===== config.mk =====
export PLATFORM = sky130hd
export DESIGN_NAME = cpu_clk_ctrl_flat
export DESIGN_NICKNAME = d
export VERILOG_FILES = /design/src/rtl/cpu_clk_ctrl_pkg.sv /design/src/rtl/cpu_clk_ctrl_if.sv /design/src/rtl/cpu_clk_ctrl_btn_debounce.sv /design/src/rtl/cpu_clk_ctrl.sv /design/src/flat_wrapper.sv
export SDC_FILE = /design/constraint.sdc
export NUM_CORES = 1
export LEC_CHECK = 0
export ABC_AREA = 0
export CORE_ASPECT_RATIO = 1.4
export CORE_UTILIZATION = 60
export CTS_CLUSTER_SIZE = 20
export DETAILED_ROUTE_END_ITERATION = 8
export PLACE_DENSITY = 0.81
export SETUP_SLACK_MARGIN = 0.15
export SYNTH_ARGS = -nofsm -noshare
export SYNTH_HDL_FRONTEND = slang
export SYNTH_HIERARCHICAL = 1
export SYNTH_SLANG_ARGS = --single-unit

===== constraint.sdc =====
create_clock -name CLK -period 6.38 [get_ports CLK]
set_input_delay 1.914 -clock CLK [delete_from_list [all_inputs] [get_ports CLK]]
set_output_delay 1.914 -clock CLK [all_outputs]
set_load 0.005 [all_outputs]

===== src/rtl/cpu_clk_ctrl_pkg.sv =====
// -----------------------------------------------------------------------------
// cpu_clk_pkg
//   Shared definitions for the CPU clock-enable controller:
//   - state_t      : controller FSM state encoding (2 bits)
//   - DEF_*        : default parameter values for board builds
// -----------------------------------------------------------------------------
package cpu_clk_pkg;

    typedef enum logic [1:0] {
        ST_RUN       = 2'b00,
        ST_STEP_IDLE = 2'b01,
        ST_STEP_FIRE = 2'b10
    } state_t;

    localparam int unsigned DEF_DEB_W    = 20;
    localparam int unsigned DEF_FAST_EXP = 21;
    localparam int unsigned DEF_SLOW_EXP = 29;
    localparam int unsigned DEF_CNT_W    = 16;

endpackage


===== src/rtl/cpu_clk_ctrl_if.sv =====
// -----------------------------------------------------------------------------
// cpu_clk_ctrl_if
//   Board-side signal bundle of the CPU clock-enable controller.
//   SW15      : rate select (0 = fast, 1 = slow), raw async switch
//   SW_STEP   : mode select (0 = run, 1 = single-step), raw async switch
//   BTN_STEP  : raw step push-button, active-high, bouncy
//   CPU_CE    : one-cycle clock-enable pulse to the CPU
//   CE_COUNT  : number of CPU_CE pulses issued since reset (wraps)
//   MODE_STEP : high while the controller is in a step state
//   BTN_DB    : debounced button level
//   master = board/stimulus side, slave = controller side.
// -----------------------------------------------------------------------------
interface cpu_clk_ctrl_if #(
    parameter int unsigned CNT_W = cpu_clk_pkg::DEF_CNT_W
);

    logic             SW15;
    logic             SW_STEP;
    logic             BTN_STEP;
    logic             CPU_CE;
    logic [CNT_W-1:0] CE_COUNT;
    logic             MODE_STEP;
    logic             BTN_DB;

    modport master (
        output SW15, SW_STEP, BTN_STEP,
        input  CPU_CE, CE_COUNT, MODE_STEP, BTN_DB
    );

    modport slave (
        input  SW15, SW_STEP, BTN_STEP,
        output CPU_CE, CE_COUNT, MODE_STEP, BTN_DB
    );

endinterface


===== src/rtl/cpu_clk_ctrl_btn_debounce.sv =====
// -----------------------------------------------------------------------------
// btn_debounce
//   2-FF synchroniser, counter-based debouncer and rising-edge detector for a
//   raw push-button. The synchronised level must differ from the accepted
//   level for 2^DEB_W consecutive cycles before it is accepted; any bounce
//   back to the accepted level restarts the count.
//   clk     : clock
//   rst     : synchronous active-high reset
//   btn_i   : raw asynchronous button
//   db_o    : debounced level
//   press_o : one-cycle pulse on the debounced 0->1 edge
// -----------------------------------------------------------------------------
module btn_debounce import cpu_clk_pkg::*; #(
    parameter int unsigned DEB_W = DEF_DEB_W
) (
    input  logic clk,
    input  logic rst,
    input  logic btn_i,
    output logic db_o,
    output logic press_o
);

    logic             meta_q;
    logic             btn_s_q;
    logic             db_q, db_d;
    logic             db_prev_q;
    logic [DEB_W-1:0] cnt_q, cnt_d;

    always_comb begin
        db_d  = db_q;
        cnt_d = '0;
        if (btn_s_q != db_q) begin
            if (cnt_q == '1) begin
                // Level has differed for the full window: accept it.
                db_d  = btn_s_q;
                cnt_d = '0;
            end else begin
                cnt_d = cnt_q + 1'b1;
            end
        end
    end

    always_ff @(posedge clk) begin
        if (rst) begin
            meta_q    <= 1'b0;
            btn_s_q   <= 1'b0;
            db_q      <= 1'b0;
            db_prev_q <= 1'b0;
            cnt_q     <= '0;
        end else begin
            meta_q    <= btn_i;
            btn_s_q   <= meta_q;
            db_q      <= db_d;
            db_prev_q <= db_q;
            cnt_q     <= cnt_d;
        end
    end

    assign db_o    = db_q;
    assign press_o = db_q & ~db_prev_q;

endmodule


===== src/rtl/cpu_clk_ctrl.sv =====
// -----------------------------------------------------------------------------
// cpu_clk_ctrl
//   CPU clock-enable controller. In run mode CPU_CE pulses once every
//   2^FAST_EXP or 2^SLOW_EXP cycles (SW15); in step mode it pulses exactly
//   once per debounced press of BTN_STEP.
//   CLK : board clock
//   RST : synchronous active-high reset
//   bus : board-side signals (slave modport), see cpu_clk_ctrl_if
// -----------------------------------------------------------------------------
module cpu_clk_ctrl import cpu_clk_pkg::*; #(
    parameter int unsigned DEB_W    = DEF_DEB_W,
    parameter int unsigned FAST_EXP = DEF_FAST_EXP,
    parameter int unsigned SLOW_EXP = DEF_SLOW_EXP,
    parameter int unsigned CNT_W    = DEF_CNT_W
) (
    input  logic          CLK,
    input  logic          RST,
    cpu_clk_ctrl_if.slave bus
);

    // Switch synchronisers
    logic sw15_meta_q, sw15_s_q;
    logic step_meta_q, step_s_q;

    // Free-running divider; shared by both rates so a rate change keeps phase
    logic [SLOW_EXP-1:0] div_q, div_d;
    logic                tick;

    // Debounced button
    logic btn_db;
    logic press;

    // FSM and outputs
    state_t           state_q, state_d;
    logic             ce_q, ce_d;
    logic             mode_q, mode_d;
    logic [CNT_W-1:0] count_q, count_d;

    btn_debounce #(
        .DEB_W(DEB_W)
    ) u_btn_debounce (
        .clk     (CLK),
        .rst     (RST),
        .btn_i   (bus.BTN_STEP),
        .db_o    (btn_db),
        .press_o (press)
    );

    // Tick when the selected low field of the divider is all-ones.
    always_comb begin
        div_d = div_q + 1'b1;
        tick  = sw15_s_q ? (&div_q) : (&div_q[FAST_EXP-1:0]);
    end

    // State register
    always_ff @(posedge CLK) begin
        if (RST) begin
            sw15_meta_q <= 1'b0;
            sw15_s_q    <= 1'b0;
            step_meta_q <= 1'b0;
            step_s_q    <= 1'b0;
            div_q       <= '0;
            state_q     <= ST_RUN;
            ce_q        <= 1'b0;
            mode_q      <= 1'b0;
            count_q     <= '0;
        end else begin
            sw15_meta_q <= bus.SW15;
            sw15_s_q    <= sw15_meta_q;
            step_meta_q <= bus.SW_STEP;
            step_s_q    <= step_meta_q;
            div_q       <= div_d;
            state_q     <= state_d;
            ce_q        <= ce_d;
            mode_q      <= mode_d;
            count_q     <= count_d;
        end
    end

    // Next-state logic. Leaving step mode wins over a coincident press.
    always_comb begin
        state_d = state_q;
        case (state_q)
            ST_RUN: begin
                if (step_s_q) state_d = ST_STEP_IDLE;
            end
            ST_STEP_IDLE: begin
                if (!step_s_q)  state_d = ST_RUN;
                else if (press) state_d = ST_STEP_FIRE;
            end
            ST_STEP_FIRE: begin
                state_d = step_s_q ? ST_STEP_IDLE : ST_RUN;
            end
            default: state_d = ST_RUN;
        endcase
    end

    // Output logic. A press seen in RUN is simply dropped; a press cannot
    // arrive in STEP_FIRE because the edge was consumed one cycle earlier.
    always_comb begin
        ce_d = 1'b0;
        case (state_q)
            ST_RUN:       ce_d = tick & ~step_s_q;
            ST_STEP_IDLE: ce_d = step_s_q & press;
            default:      ce_d = 1'b0;
        endcase
        mode_d  = (state_d != ST_RUN);
        count_d = count_q + CNT_W'(ce_d);
    end

    assign bus.CPU_CE    = ce_q;
    assign bus.CE_COUNT  = count_q;
    assign bus.MODE_STEP = mode_q;
    assign bus.BTN_DB    = btn_db;

endmodule

===== src/flat_wrapper.sv =====
// flat-port wrapper written by rule: the top's interface ports become plain ports
module cpu_clk_ctrl_flat import cpu_clk_pkg::*;
#(
    parameter int unsigned DEB_W    = DEF_DEB_W,
    parameter int unsigned FAST_EXP = DEF_FAST_EXP,
    parameter int unsigned SLOW_EXP = DEF_SLOW_EXP,
    parameter int unsigned CNT_W    = DEF_CNT_W
)
  (CLK, RST, bus_SW15, bus_SW_STEP, bus_BTN_STEP, bus_CPU_CE, bus_CE_COUNT, bus_MODE_STEP, bus_BTN_DB);
  cpu_clk_ctrl_if #(.CNT_W(CNT_W)) bus_i ();
  input  logic CLK;
  input  logic RST;
  input wire logic [$bits(bus_i.SW15)-1:0] bus_SW15;
  input wire logic [$bits(bus_i.SW_STEP)-1:0] bus_SW_STEP;
  input wire logic [$bits(bus_i.BTN_STEP)-1:0] bus_BTN_STEP;
  output wire logic [$bits(bus_i.CPU_CE)-1:0] bus_CPU_CE;
  output wire logic [$bits(bus_i.CE_COUNT)-1:0] bus_CE_COUNT;
  output wire logic [$bits(bus_i.MODE_STEP)-1:0] bus_MODE_STEP;
  output wire logic [$bits(bus_i.BTN_DB)-1:0] bus_BTN_DB;
  assign bus_i.SW15 = bus_SW15;
  assign bus_i.SW_STEP = bus_SW_STEP;
  assign bus_i.BTN_STEP = bus_BTN_STEP;
  assign bus_CPU_CE = bus_i.CPU_CE;
  assign bus_CE_COUNT = bus_i.CE_COUNT;
  assign bus_MODE_STEP = bus_i.MODE_STEP;
  assign bus_BTN_DB = bus_i.BTN_DB;
  cpu_clk_ctrl #(.DEB_W(DEB_W), .FAST_EXP(FAST_EXP), .SLOW_EXP(SLOW_EXP), .CNT_W(CNT_W)) u_core (.CLK(CLK), .RST(RST), .bus(bus_i));
endmodule

==> results by group, run 1 <==
Finish
  – Ant diodes: 0
  – Syn-to-layout area delta: 12.4%
  – Commonest non-fill, non-tap cell in the layout: dfxtp_1
  – Fin util: 71.4%
  – Final #Nets: 403
  – Ratio of cells with drive above 1 in the final layout: slightly above 8%
  – Fill cell count: 414
  – Final Instance Count excl. Fillers: 465
  – Most frequent cells in the layout: 77 x dfxtp_1, 51 x nor2_1, 28 x xnor2_1

Min path
  – HP Class: register to register
  – Hold depth: 1

STA
  – RSZ-0062 raised after global routing: false
  – Tmin final: 3.56 ns
  – Setup Skew: a little over 0.009 ns
  – Slew Viols, Final: 0
  – Final hold vios: 0
  – Final TNS setup: 0 ns
  – Slew HR: 31.3%
  – Final setup fails: 0
  – Least-Margin Pin Slew: 1.03 ns
  – Crit share post-route: a little under three fifths
  – Fmax: 281 MHz

Clocking
  – Max clock buf depth: 2
  – Root Buffer: clkbuf_8
  – Clock Pin Slew Worst Setup and Hold Paths: roughly 0.09 ns
  – CTS resizes: 0
  – Hold bufs inserted after CTS: 0
  – CTS Buf Count: 9
  – Post-CTS setup buffers: 0
  – TritonCTS clock tree: built
  – Clk_lat worst skew: 0.34 ns
  – CTS sink cnt: 77
  – Htree depth: 3

Placed design
  – Placer congestion estimate: 0.814
  – HPWL Detailed: 4070 µm
  – DP Cell Count: 449
  – Port Buffers: 23

Flow run
  – # Max-Cap Violations: 0

Yosys
  – Compound-Gate Fraction of Synth Area: 6.99%
  – Post-synthesis mux area share: 1.64%
  – Yosys reg bits: 77
  – Area share of and/or/nand/nor cells after synthesis: 30.4%
  – Synth top area cells: dfxtp_1 46%, xnor2_1 7.3%, nor2_1 5.7%
  – Synth Area in XOR/XNOR: under 10%
  – Mapped Nets: roughly 380
  – Synthesized area: 3350 µm²
  – Adder-Cell Fraction of Synth Area: between 1 and 1.5%
  – Cell variety after synth: 41
  – Top-area cell type share of the netlist area: 46.0%
  – Synth Warn #: 6
  – Largest family of logic cells by synthesized area: simple AND/OR/NAND/NOR gates
  – Syn Inst Count: between 300 and 400
  – Sequential element share of the synthesized area: 46.0%
  – Largest area contributor in the netlist: dfxtp_1
  – Post-synthesis average cell area: 8.96 µm²

Power
  – Power per cell area: 222 nW/µm²
  – Overall power: 0.836 mW
  – Lkg Pwr: between 1 and 1.5 nW
  – VDD IR max: 0.205 mV

Route
  – Drt first pass iters: 4
  – Iteration-0 DRC Markers: ~180
  – Total length of routed wires: 5980 µm
  – Post-DRT Antenna Nets: 0
  – DRC violations left: 0
  – Vias after detailed routing: 2,605
  – Drt via density: 5.60
  – Routed length per instance: 12.9 µm

GRT
  – Total grt overflow: 0
  – Vias in the first global route: 2,402
  – Pin count of the biggest net entering global routing: 62
  – All-Layer GR Usage: 21.8%
  – First-pass GRT wire length: 10,200 µm
  – Antenna violations before repair: 0

Setup path
  – WP data required: 6.62 ns
  – Data arrival, critical path: ~3.8 ns
  – CP Max Fanout: 11
  – R2R Setup Slk: 2.82 ns
  – R2R depth: 9
  – Crit path launch type: register
  – WS Path Type: register to register
  – Crit end category: register

Floorplan
  – Die ar.: 5890 µm²
  – Io pins: 24
  – Die height: 90.4 µm
  – Initial core utilization: between 60% and 70%
  – Core area: ~5300 µm²
  – Die Wd: 65.1 µm
  – Row cnt: 31

Run status
  – Outcome: finished clean
## per-stage QoR
step | worst slack [ns] | area [µm²] | hold slack, ns
2_1_floorplan | 3.34 | 3350 | 0.414
3_3_place_gp | 2.64 | 3590 | 0.418
3_5_place_dp | 2.54 | 3590 | 0.427
4_1_cts | 2.78 | 3770 | 0.448
5_1_grt | 2.50 | 3770 | 0.461
6_report | 2.82 | 3770 | 0.444
## sequential cells by signal, summed over array words and instances (netlist names), 2 cells and up
name / cells
u_core/u_btn_debounce/cnt_q: 20
u_core/div_q: 29
u_core/bus.CE_COUNT: 16
u_core/state_q: 2
## worst paths after layout
kind                                              startpoint                             to
worst max-delay path                         u_core/div_q[2]        u_core/bus.CE_COUNT[15]
worst min-delay path            u_core/u_btn_debounce/meta_q  u_core/u_btn_debounce/btn_s_q
worst max register to register               u_core/div_q[2]        u_core/bus.CE_COUNT[15]
worst min register to register  u_core/u_btn_debounce/meta_q  u_core/u_btn_debounce/btn_s_q
## synthesized netlist by cell type
cell / number
buf_2: 3
nand4_4: 2
or4_1: 8
a21oi_2: 1
o41ai_1: 2
and4_1: 4
or3_1: 8
nand4b_1: 2
clkbuf_1: 5
mux2_2: 4
nand4_1: 9
or2_2: 2
nor4_1: 10
a31oi_1: 1
nor4b_1: 1
o31ai_1: 6
nor3_1: 13
buf_1: 4
nand4_2: 1
or4_4: 3
or3b_1: 1
mux2i_1: 1
o21bai_1: 1
buf_6: 2
nand2b_1: 2
or4b_4: 1
xor2_1: 10
and3b_1: 1
xnor2_1: 28
and3_1: 3
or3_2: 2
nand2_1: 20
ha_1: 4
o21ai_0: 11
nor2b_1: 15
nor2_1: 51
inv_1: 12
nand3_1: 25
a21oi_1: 17
o31a_1: 1
dfxtp_1: 77
## critical path: stages (launching register included)
cell and delay (ns):
dfxtp_1 0.41, nand4_2 0.26, or4_1 0.74, or4b_4 0.58, nand2_1 0.11, ha_1 0.23, nand2_1 0.14, nor4_1 0.53
nand3_1 0.15, mux2_2 0.30
## power by group
| group | switching (mW) | total (mW) | internal [mW] |
|---|---|---|---|
| clock | 0.189 | 0.334 | 0.145 |
| combinational | 0.00929 | 0.0152 | 0.00595 |
| sequential | 0.00299 | 0.487 | 0.484 |
| total | 0.201 | 0.836 | 0.635 |
## kinds of logic after synthesis
family | after synthesis
xor+xnor | 38
simple gates | 184
buf+inv | 26
fa+ha+maj | 4
mux | 5
flops | 77
compound gates | 40
## layout make-up
type / instances / area [µm²] / area share, %
well taps: 66 / 82.6 / 2.19
flip-flops and latches: 77 / 1540 / 40.9
multi-input cells: 271 / 1690 / 44.9
clock buffers: 9 / 124 / 3.29
inverters: 12 / 45.0 / 1.20
repair buffers: 23 / 225 / 5.98
clock inverters: 7 / 56.3 / 1.50
## metal layers
metal | track usage (%) | vias up | wire length, µm
li1 | - | 1359 | -
met1 | 24.2 | 1201 | 2680
met2 | 38.1 | 34 | 3030
met3 | 5.81 | 11 | 160
met4 | 9.60 | 0 | 112
met5 | 0 | - | 0
Note: power is estimated with default switching activity, not from simulation.
==> run 2, diff against run 1 <==
Settings changed: CORE_UTILIZATION 60 to 52, PLACE_DENSITY 0.81 to 0.75.
Clock period 6.38 ns to 3 ns, I/O delays scaled along.
==> run 2 against run 1 <==
Worst setup slack lost 2.7 ns; worst hold slack gained 0.0055 ns; maximum frequency grew 24%; cell count grew 4.1%; critical path depth grew 2; first-iteration DRC count shrank 41%; clock power grew 130%; sequential power grew 110%; die area grew 15%; wire length grew 15%.
==> results by group, run 2 (synthesis results as in run 1) <==
Power
  – Lkg Pwr: 1.34 nW (was 1.20 nW)
  – VDD IR max: 0.368 mV (was 0.205 mV)
  – Comb pwr share: 2.2% (was 1.8%)
  – Overall power: 1.86 mW (was 0.836 mW)
  – P_sw: 0.407 mW (was 0.201 mW)
  – Cell-internal power: 1.45 mW (was 0.635 mW)
  – Sw Ratio: 22.0% (was 24.0%)
  – Clock network fraction of total power: 42.2% (was 39.9%)
  – Power per cell area: 460 nW/µm² (was 222 nW/µm²)
  – Share of power burned in registers: 55.6% (was 58.3%)

STA
  – Final TNS setup: 0 ns (unchanged)
  – Final setup fails: 0 (unchanged)
  – Tmin final: 2.87 ns (was 3.56 ns)
  – Final hold vios: 0 (unchanged)
  – Slew HR: 64.3% (was 31.3%)
  – Slew Viols, Final: 0 (unchanged)
  – Setup Skew: 0.00586 ns (was 0.00923 ns)
  – Final WS setup: 0.131 ns (was 2.82 ns)
  – Crit share post-route: 95.6% (was 55.8%)
  – RSZ-0062 raised after global routing: true (was false)
  – Least-Margin Pin Slew: 0.535 ns (was 1.03 ns)
  – Fmax: 349 MHz (was 281 MHz)

Finish
  – Max FFs per register: 29 (unchanged)
  – Final Instance Count excl. Fillers: 484 (was 465)
  – Commonest non-fill, non-tap cell in the layout: dfxtp_1 (unchanged)
  – Post-route cell area: 4030 µm² (was 3770 µm²)
  – Ant diodes: 0 (unchanged)
  – Syn-to-layout area delta: 20.4% (was 12.4%)
  – Largest register by flop count: u_core/div_q (unchanged)
  – Ratio of cells with drive above 1 in the final layout: 16.7% (was 8.27%)
  – Most frequent cells in the layout: 64 x dfxtp_1, 51 x nor2_1, 28 x xnor2_1 (was 77 x dfxtp_1, 51 x nor2_1, 28 x xnor2_1)
  – Final #Nets: 417 (was 403)

Setup path
  – Reg2Reg Capture Point: u_core/bus.CE_COUNT[14] (was u_core/bus.CE_COUNT[15])
  – Crit end category: register (unchanged)
  – WP data required: 3.22 ns (was 6.62 ns)
  – Crit path launch type: register (unchanged)
  – CP startpoint: u_core/div_q[2] (unchanged)
  – Data arrival, critical path: 3.09 ns (was 3.80 ns)
  – WS Path Type: register to register (unchanged)
  – R2R Setup Slk: 0.13 ns (was 2.82 ns)
  – Worst r2r src: u_core/div_q[2] (unchanged)
  – CP Max Fanout: 4 (was 11)
  – Worst Setup EP: u_core/bus.CE_COUNT[14] (was u_core/bus.CE_COUNT[15])
  – R2R depth: 11 (was 9)

Min path
  – HP Class: register to register (unchanged)

Clocking
  – TritonCTS clock tree: built (unchanged)
  – Hold bufs inserted after CTS: 0 (unchanged)
  – Root Buffer: clkbuf_8 (unchanged)
  – Max clock buf depth: 2 (unchanged)
  – Htree depth: 3 (unchanged)
  – CTS Buf Count: 9 (unchanged)
  – CTS sink cnt: 77 (unchanged)
  – Clk_lat worst skew: 0.36 ns (was 0.34 ns)
  – Clock Pin Slew Worst Setup and Hold Paths: 0.08 ns (was 0.09 ns)

Floorplan
  – Die ar.: 6770 µm² (was 5890 µm²)
  – Io pins: 24 (unchanged)
  – Core area: 6210 µm² (was 5280 µm²)
  – Die Wd: 69.8 µm (was 65.1 µm)
  – Row cnt: 34 (was 31)
  – Die height: 97.0 µm (was 90.4 µm)
  – Initial core utilization: 53.9% (was 63.5%)

GRT
  – Vias in the first global route: 2,656 (was 2,402)
  – Total grt overflow: 0 (unchanged)
  – First-pass GRT wire length: 11,500 µm (was 10,200 µm)
  – Pin count of the biggest net entering global routing: 52 (was 62)
  – All-Layer GR Usage: 21.1% (was 21.8%)
  – Antenna violations before repair: 0 (unchanged)

Placed design
  – Area after DPL: 3710 µm² (was 3590 µm²)
  – Port Buffers: 23 (unchanged)
  – HPWL Detailed: 4590 µm (was 4070 µm)
  – Post-Place Worst Slack: -0.00653 ns (was 2.54 ns)
  – DP Cell Count: 462 (was 449)
  – Placer congestion estimate: 0.821 (was 0.814)

Route
  – Drt first pass iters: 4 (unchanged)
  – Drt via density: 5.56 (was 5.60)
  – Vias after detailed routing: 2,692 (was 2,605)
  – Post-DRT Antenna Nets: 0 (unchanged)
  – Routed length per instance: 14.2 µm (was 12.9 µm)
  – Iteration-0 DRC Markers: 103 (was 175)
  – Total length of routed wires: 6870 µm (was 5980 µm)
  – DRC violations left: 0 (unchanged)

Flow run
  – # Max-Cap Violations: 0 (unchanged)

Run status
  – Outcome: finished clean (unchanged)
## run 2: cell types whose count changed in the layout (fill, tap and decap cells not counted), moves of 2 or more
| cell | previous run | this run |
|---|---|---|
| ha_1 | 4 | 1 |
| nor4_1 | 10 | 8 |
| inv_6 | 3 | 1 |
| dfxtp_1 | 77 | 64 |
| dfxtp_2 | 0 | 6 |
| buf_4 | 0 | 14 |
| ha_4 | 0 | 3 |
| dfxtp_4 | 0 | 7 |
| clkinvlp_4 | 4 | 1 |
## run 2: stage by stage
step           hold WS [ns]  utilization (%)
2_1_floorplan         0.414                -
3_3_place_gp          0.417             59.7
3_5_place_dp          0.434             59.7
4_1_cts               0.457             63.5
5_1_grt               0.471             64.9
6_report              0.450             64.9
## run 2: worst min path at each step
stage | startpoint | to | depth (start not counted)
after floorplan | u_core/step_meta_q | u_core/step_s_q | 1
after global placement | u_core/step_meta_q | u_core/step_s_q | 1
after detailed placement | u_core/step_meta_q | u_core/step_s_q | 1
after CTS | u_core/step_meta_q | u_core/step_s_q | 1
after global routing | u_core/step_meta_q | u_core/step_s_q | 1
final | u_core/step_meta_q | u_core/step_s_q | 1
## run 2: critical path, stage by stage, from the launching register on
cell and delay (ns):
dfxtp_4 0.37, nand4_2 0.12, or4_4 0.56, or4b_4 0.56, nand2_4 0.09, ha_4 0.15, ha_4 0.14, nand4_1 0.12
buf_4 0.19, nor4b_4 0.21, xnor2_1 0.14, nor2_1 0.06
## run 2: power by group through the flow
stage	clock network [mW]	registers [mW]	logic, mW
final	0.782	1.03	0.0413
after global placement	0	1.06	0.0353
after global routing	0.837	1.03	0.0457
after detailed placement	0	1.06	0.0369
after floorplan	0	1.06	0.0242
after CTS	0.796	1.04	0.0375
## run 2: layer usage
layer	track usage, %	share of wire [%]
met1	22.9	42
met2	37.5	53
met3	4.38	2.5
met4	11.2	2.9
met5	0	0
## run 2: final cells by class
type / count / area [µm²]
Clock inverter: 5 / 60.1
Multi-Input combinational cell: 271 / 1790
Tap cell: 72 / 90.1
Timing Repair Buffer: 37 / 330
Inverter: 12 / 45.0
Fill cell: 502 / 2180
Clock buffer: 10 / 138
Sequential cell: 77 / 1580
## run 2: repair_timing
| action | in CTS | in global routing |
|---|---|---|
| resized for setup | 12 | 11 |
| setup buffers | 0 | 7 |
| endpoints found under the setup margin | 5 | 5 |
| pin swaps | 3 | 8 |
| endpoints found under the hold margin | 0 | 0 |
==> run 3, diff against run 2 <==
Settings changed: ABC_AREA 0 to 1, CORE_UTILIZATION 52 to 53, RECOVER_POWER set to 100.
==> run 3 against run 2 <==
Worst setup slack better by 0.18 ns; the run now ends with max-capacitance violations, max-slew violations left; largest cell class unchanged; critical path depth decreased by 7; combinational power shrank 3%; sequential power barely moved; critical path type is now primary input to register; via count grew 24%.
==> results by group, run 3 <==
Yosys
  – Post-synth EDFFs: 0 (unchanged)
  – Synth cell count leaders: 138 x nand2_1, 108 x nor2_1, 77 x dfxtp_1 (was 77 x dfxtp_1, 51 x nor2_1, 28 x xnor2_1)
  – Top-area cell type share of the netlist area: 41.5% (was 46.0%)
  – Most frequent cell after synthesis: nand2_1 (was dfxtp_1)
  – Post-synthesis average cell area: 6.90 µm² (was 8.96 µm²)
  – Largest area contributor in the netlist: dfxtp_1 (unchanged)
  – Top FF cell, synth: dfxtp_1 (unchanged)
  – Cell variety after synth: 29 (was 41)
  – Yosys reg bits: 77 (unchanged)
  – Syn Inst Count: 538 (was 374)
  – Sequential element share of the synthesized area: 41.5% (was 46.0%)
  – Synth top area cells: dfxtp_1 42%, nand2_1 14%, nor2_1 11% (was dfxtp_1 46%, xnor2_1 7.3%, nor2_1 5.7%)
  – Synthesized area: 3710 µm² (was 3350 µm²)
  – Mapped Nets: 547 (was 383)
  – FFs w/ async S/R, synth: 0% (unchanged)
  – Synth Warn #: 6 (unchanged)

Setup path
  – Worst Setup EP: u_core/bus.CE_COUNT[4] (was u_core/bus.CE_COUNT[14])
  – R2R depth: 18 (was 11)
  – CP Max Fanout: 32 (was 4)
  – R2R Setup Slk: 0.42 ns (was 0.13 ns)
  – Crit end category: register (unchanged)
  – Slowest cell on crit path: clkbuf_1 (was or4_4)
  – Worst path cell trace: dlygate4sd3_1 -> clkbuf_1 -> a21oi_1 -> o21a_1 (was nand4_2 -> or4_4 -> or4b_4 -> nand2_4 -> ha_4 -> ha_4 -> nand4_1 -> buf_4 -> nor4b_4 -> xnor2_1 -> nor2_1)
  – Reg2Reg Capture Point: u_core/bus.CE_COUNT[14] (unchanged)
  – Crit path launch type: primary input (was register)
  – WP buf/inv: 2 (was 1)
  – Worst path depth: 4 (was 11)
  – Data arrival, critical path: 2.93 ns (was 3.09 ns)
  – CP startpoint: RST (was u_core/div_q[2])
  – WS Path Type: primary input to register (was register to register)
  – WP data required: 3.24 ns (was 3.22 ns)
  – Crit-path leading delay family: buffers and inverters (was simple AND/OR/NAND/NOR gates)
  – Worst r2r src: u_core/div_q[0] (was u_core/div_q[2])
  – Crit path largest cell delay: 1.14 ns (was 0.56 ns)

Finish
  – Max FFs per register: 29 (unchanged)
  – Ratio of cells with drive above 1 in the final layout: 7.71% (was 16.7%)
  – Register area: 1540 µm² (was 1580 µm²)
  – Largest register by flop count: u_core/div_q (unchanged)
  – Final #Nets: 576 (was 417)
  – Commonest non-fill, non-tap cell in the layout: nand2_1 (was dfxtp_1)
  – Ant diodes: 0 (unchanged)
  – Area of the multi-input gates: 1910 µm² (was 1790 µm²)
  – Syn-to-layout area delta: 13.1% (was 20.4%)
  – Most frequent cells in the layout: 138 x nand2_1, 110 x nor2_1, 77 x dfxtp_1 (was 64 x dfxtp_1, 51 x nor2_1, 28 x xnor2_1)
  – Fill cell count: 639 (was 502)
  – Post-route cell area: 4200 µm² (was 4030 µm²)

Route
  – Drt first pass iters: 5 (was 4)
  – Post-DRT Antenna Nets: 0 (unchanged)
  – Iteration-0 DRC Markers: 175 (was 103)
  – Vias after detailed routing: 3,348 (was 2,692)
  – Routed length per instance: 11.8 µm (was 14.2 µm)
  – Drt via density: 5.05 (was 5.56)
  – Total length of routed wires: 7830 µm (was 6870 µm)
  – DRC violations left: 0 (unchanged)

Flow run
  – # Max-Cap Violations: 1 (was 0)

GRT
  – Pin count of the biggest net entering global routing: 33 (was 52)
  – Vias in the first global route: 3,173 (was 2,656)
  – Antenna violations before repair: 0 (unchanged)
  – All-Layer GR Usage: 23.1% (was 21.1%)
  – Total grt overflow: 0 (unchanged)
  – First-pass GRT wire length: 13,300 µm (was 11,500 µm)

STA
  – Final TNS setup: 0 ns (unchanged)
  – Final WS setup: 0.314 ns (was 0.131 ns)
  – Final hold vios: 0 (unchanged)
  – Slew HR: -2.35% (was 64.3%)
  – Least-Margin Pin Slew: 1.54 ns (was 0.535 ns)
  – Hold WS: 0.403 ns (was 0.450 ns)
  – Tmin final: 2.69 ns (was 2.87 ns)
  – Slew Viols, Final: 33 (was 0)
  – Crit share post-route: 89.5% (was 95.6%)
  – Setup Skew: 0.00584 ns (was 0.00586 ns)
  – Final setup fails: 0 (unchanged)
  – Fmax: 372 MHz (was 349 MHz)
  – RSZ-0062 raised after global routing: false (was true)

Placed design
  – HPWL Detailed: 5770 µm (was 4590 µm)
  – Placer congestion estimate: 0.848 (was 0.821)
  – Post-Place Worst Slack: 0.413 ns (was -0.00653 ns)
  – Port Buffers: 23 (unchanged)
  – Area after DPL: 4030 µm² (was 3710 µm²)

Power
  – Cell-internal power: 1.42 mW (was 1.45 mW)
  – Sw Ratio: 22.1% (was 22.0%)
  – Lkg Pwr: 1.48 nW (was 1.34 nW)
  – P_sw: 0.404 mW (was 0.407 mW)
  – Clock network fraction of total power: 41.1% (was 42.2%)
  – Overall power: 1.83 mW (was 1.86 mW)
  – VDD IR max: 0.309 mV (was 0.368 mV)
  – Power per cell area: 435 nW/µm² (was 460 nW/µm²)
  – Comb pwr share: 2.2% (about the same)
  – Share of power burned in registers: 56.7% (was 55.6%)

Floorplan
  – Io pins: 24 (unchanged)
  – Die ar.: 7350 µm² (was 6770 µm²)
  – Core area: 6660 µm² (was 6210 µm²)
  – Row cnt: 35 (was 34)
  – Initial core utilization: 55.8% (was 53.9%)
  – Die height: 101 µm (was 97.0 µm)
  – Die Wd: 72.7 µm (was 69.8 µm)

Clocking
  – Hold bufs inserted after CTS: 0 (unchanged)
  – Clock Pin Slew Worst Setup and Hold Paths: 0.08 ns (about the same)
  – Clk_lat worst skew: 0.34 ns (was 0.36 ns)
  – CTS sink cnt: 77 (unchanged)
  – Max clock buf depth: 2 (unchanged)
  – Root Buffer: clkbuf_8 (unchanged)
  – TritonCTS clock tree: built (unchanged)
  – CTS Buf Count: 9 (unchanged)
  – Htree depth: 3 (unchanged)
  – Post-CTS setup buffers: 0 (unchanged)

Run status
  – Outcome: finished, violations left (was finished clean)
  – Failing checks: max-capacitance violations, max-slew violations

Min path
  – HP Class: register to register (unchanged)
[run 3: cell count changes in the layout (fill, tap and decap cells not counted), sizes merged, moves of 11 or more]
cell           delta
a21oi            +19
buf              -15
clkdlybuf4s50    -19
dlygate4sd3      +20
inv              +44
nand2           +127
nor2             +69
nor2b            -15
or4              -11
xnor2            -19
[run 3: logic make-up (layout without fill, tap and decap cells)]
family | count (synthesis) | in the layout | synth area share [%]
flops | 77 | 77 | 41.5
fa+ha+maj | 4 | 4 | 1.35
compound gates | 56 | 56 | 8.25
buf+inv | 63 | 96 | 6.77
xor+xnor | 15 | 15 | 3.54
simple gates | 323 | 323 | 38.6
[run 3: worst min-delay path: cells and delay by family (launching register included)]
| kind | cells | cell delay (ns) |
|---|---|---|
| buffers and inverters | 1 | 0.04 |
| and+or+nand+nor | 1 | 0.03 |
| DFF | 1 | 0.30 |
[run 3: power by group through the flow]
stage | clock network, mW | logic (mW) | registers (mW)
final | 0.751 | 0.0401 | 1.04
after global routing | 0.819 | 0.0448 | 1.04
after CTS | 0.774 | 0.0422 | 1.03
after detailed placement | 0 | 0.0419 | 1.06
after global placement | 0 | 0.0417 | 1.06
after floorplan | 0 | 0.0283 | 1.06
[run 3: routing by layer]
metal,vias up,track usage (%),wire length [µm]
met5,-,0,0
met4,0,11.3,191
met3,18,4.70,283
met2,77,41.6,3980
met1,1506,25.5,3370
li1,1747,-,-
[run 3: through the flow]
| stage | cells | util [%] |
|---|---|---|
| after CTS | 663 | 63.4 |
| after global placement | 648 | 60.6 |
| final | 663 | 63.1 |
| after global routing | 663 | 63.1 |
| after detailed placement | 648 | 60.6 |
| after floorplan | 538 | - |
[run 3: cell type report]
cell class | count | area share, %
clock buffers | 9 | 2.95
clock inverters | 6 | 1.52
inverters | 56 | 5.00
multi-input cells | 398 | 45.4
flip-flops and latches | 77 | 36.7
well taps | 92 | 2.74
repair buffers | 25 | 5.66
[run 3: repair_timing]
item | CTS | global route
endpoints found under the hold margin | 0 | 0
resized for setup | 0 | 3
setup endpoints to repair | 0 | 2
[run 3: how the worst min path moves through the flow]
stage                                 end                from  slack, ns  cells past startpoint
after detailed placement  u_core/step_s_q  u_core/step_meta_q       0.39                      2
final                     u_core/step_s_q  u_core/step_meta_q       0.40                      2
after global routing      u_core/step_s_q  u_core/step_meta_q       0.42                      2
after floorplan           u_core/step_s_q  u_core/step_meta_q       0.39                      2
after global placement    u_core/step_s_q  u_core/step_meta_q       0.39                      2
after CTS                 u_core/step_s_q  u_core/step_meta_q       0.41                      2
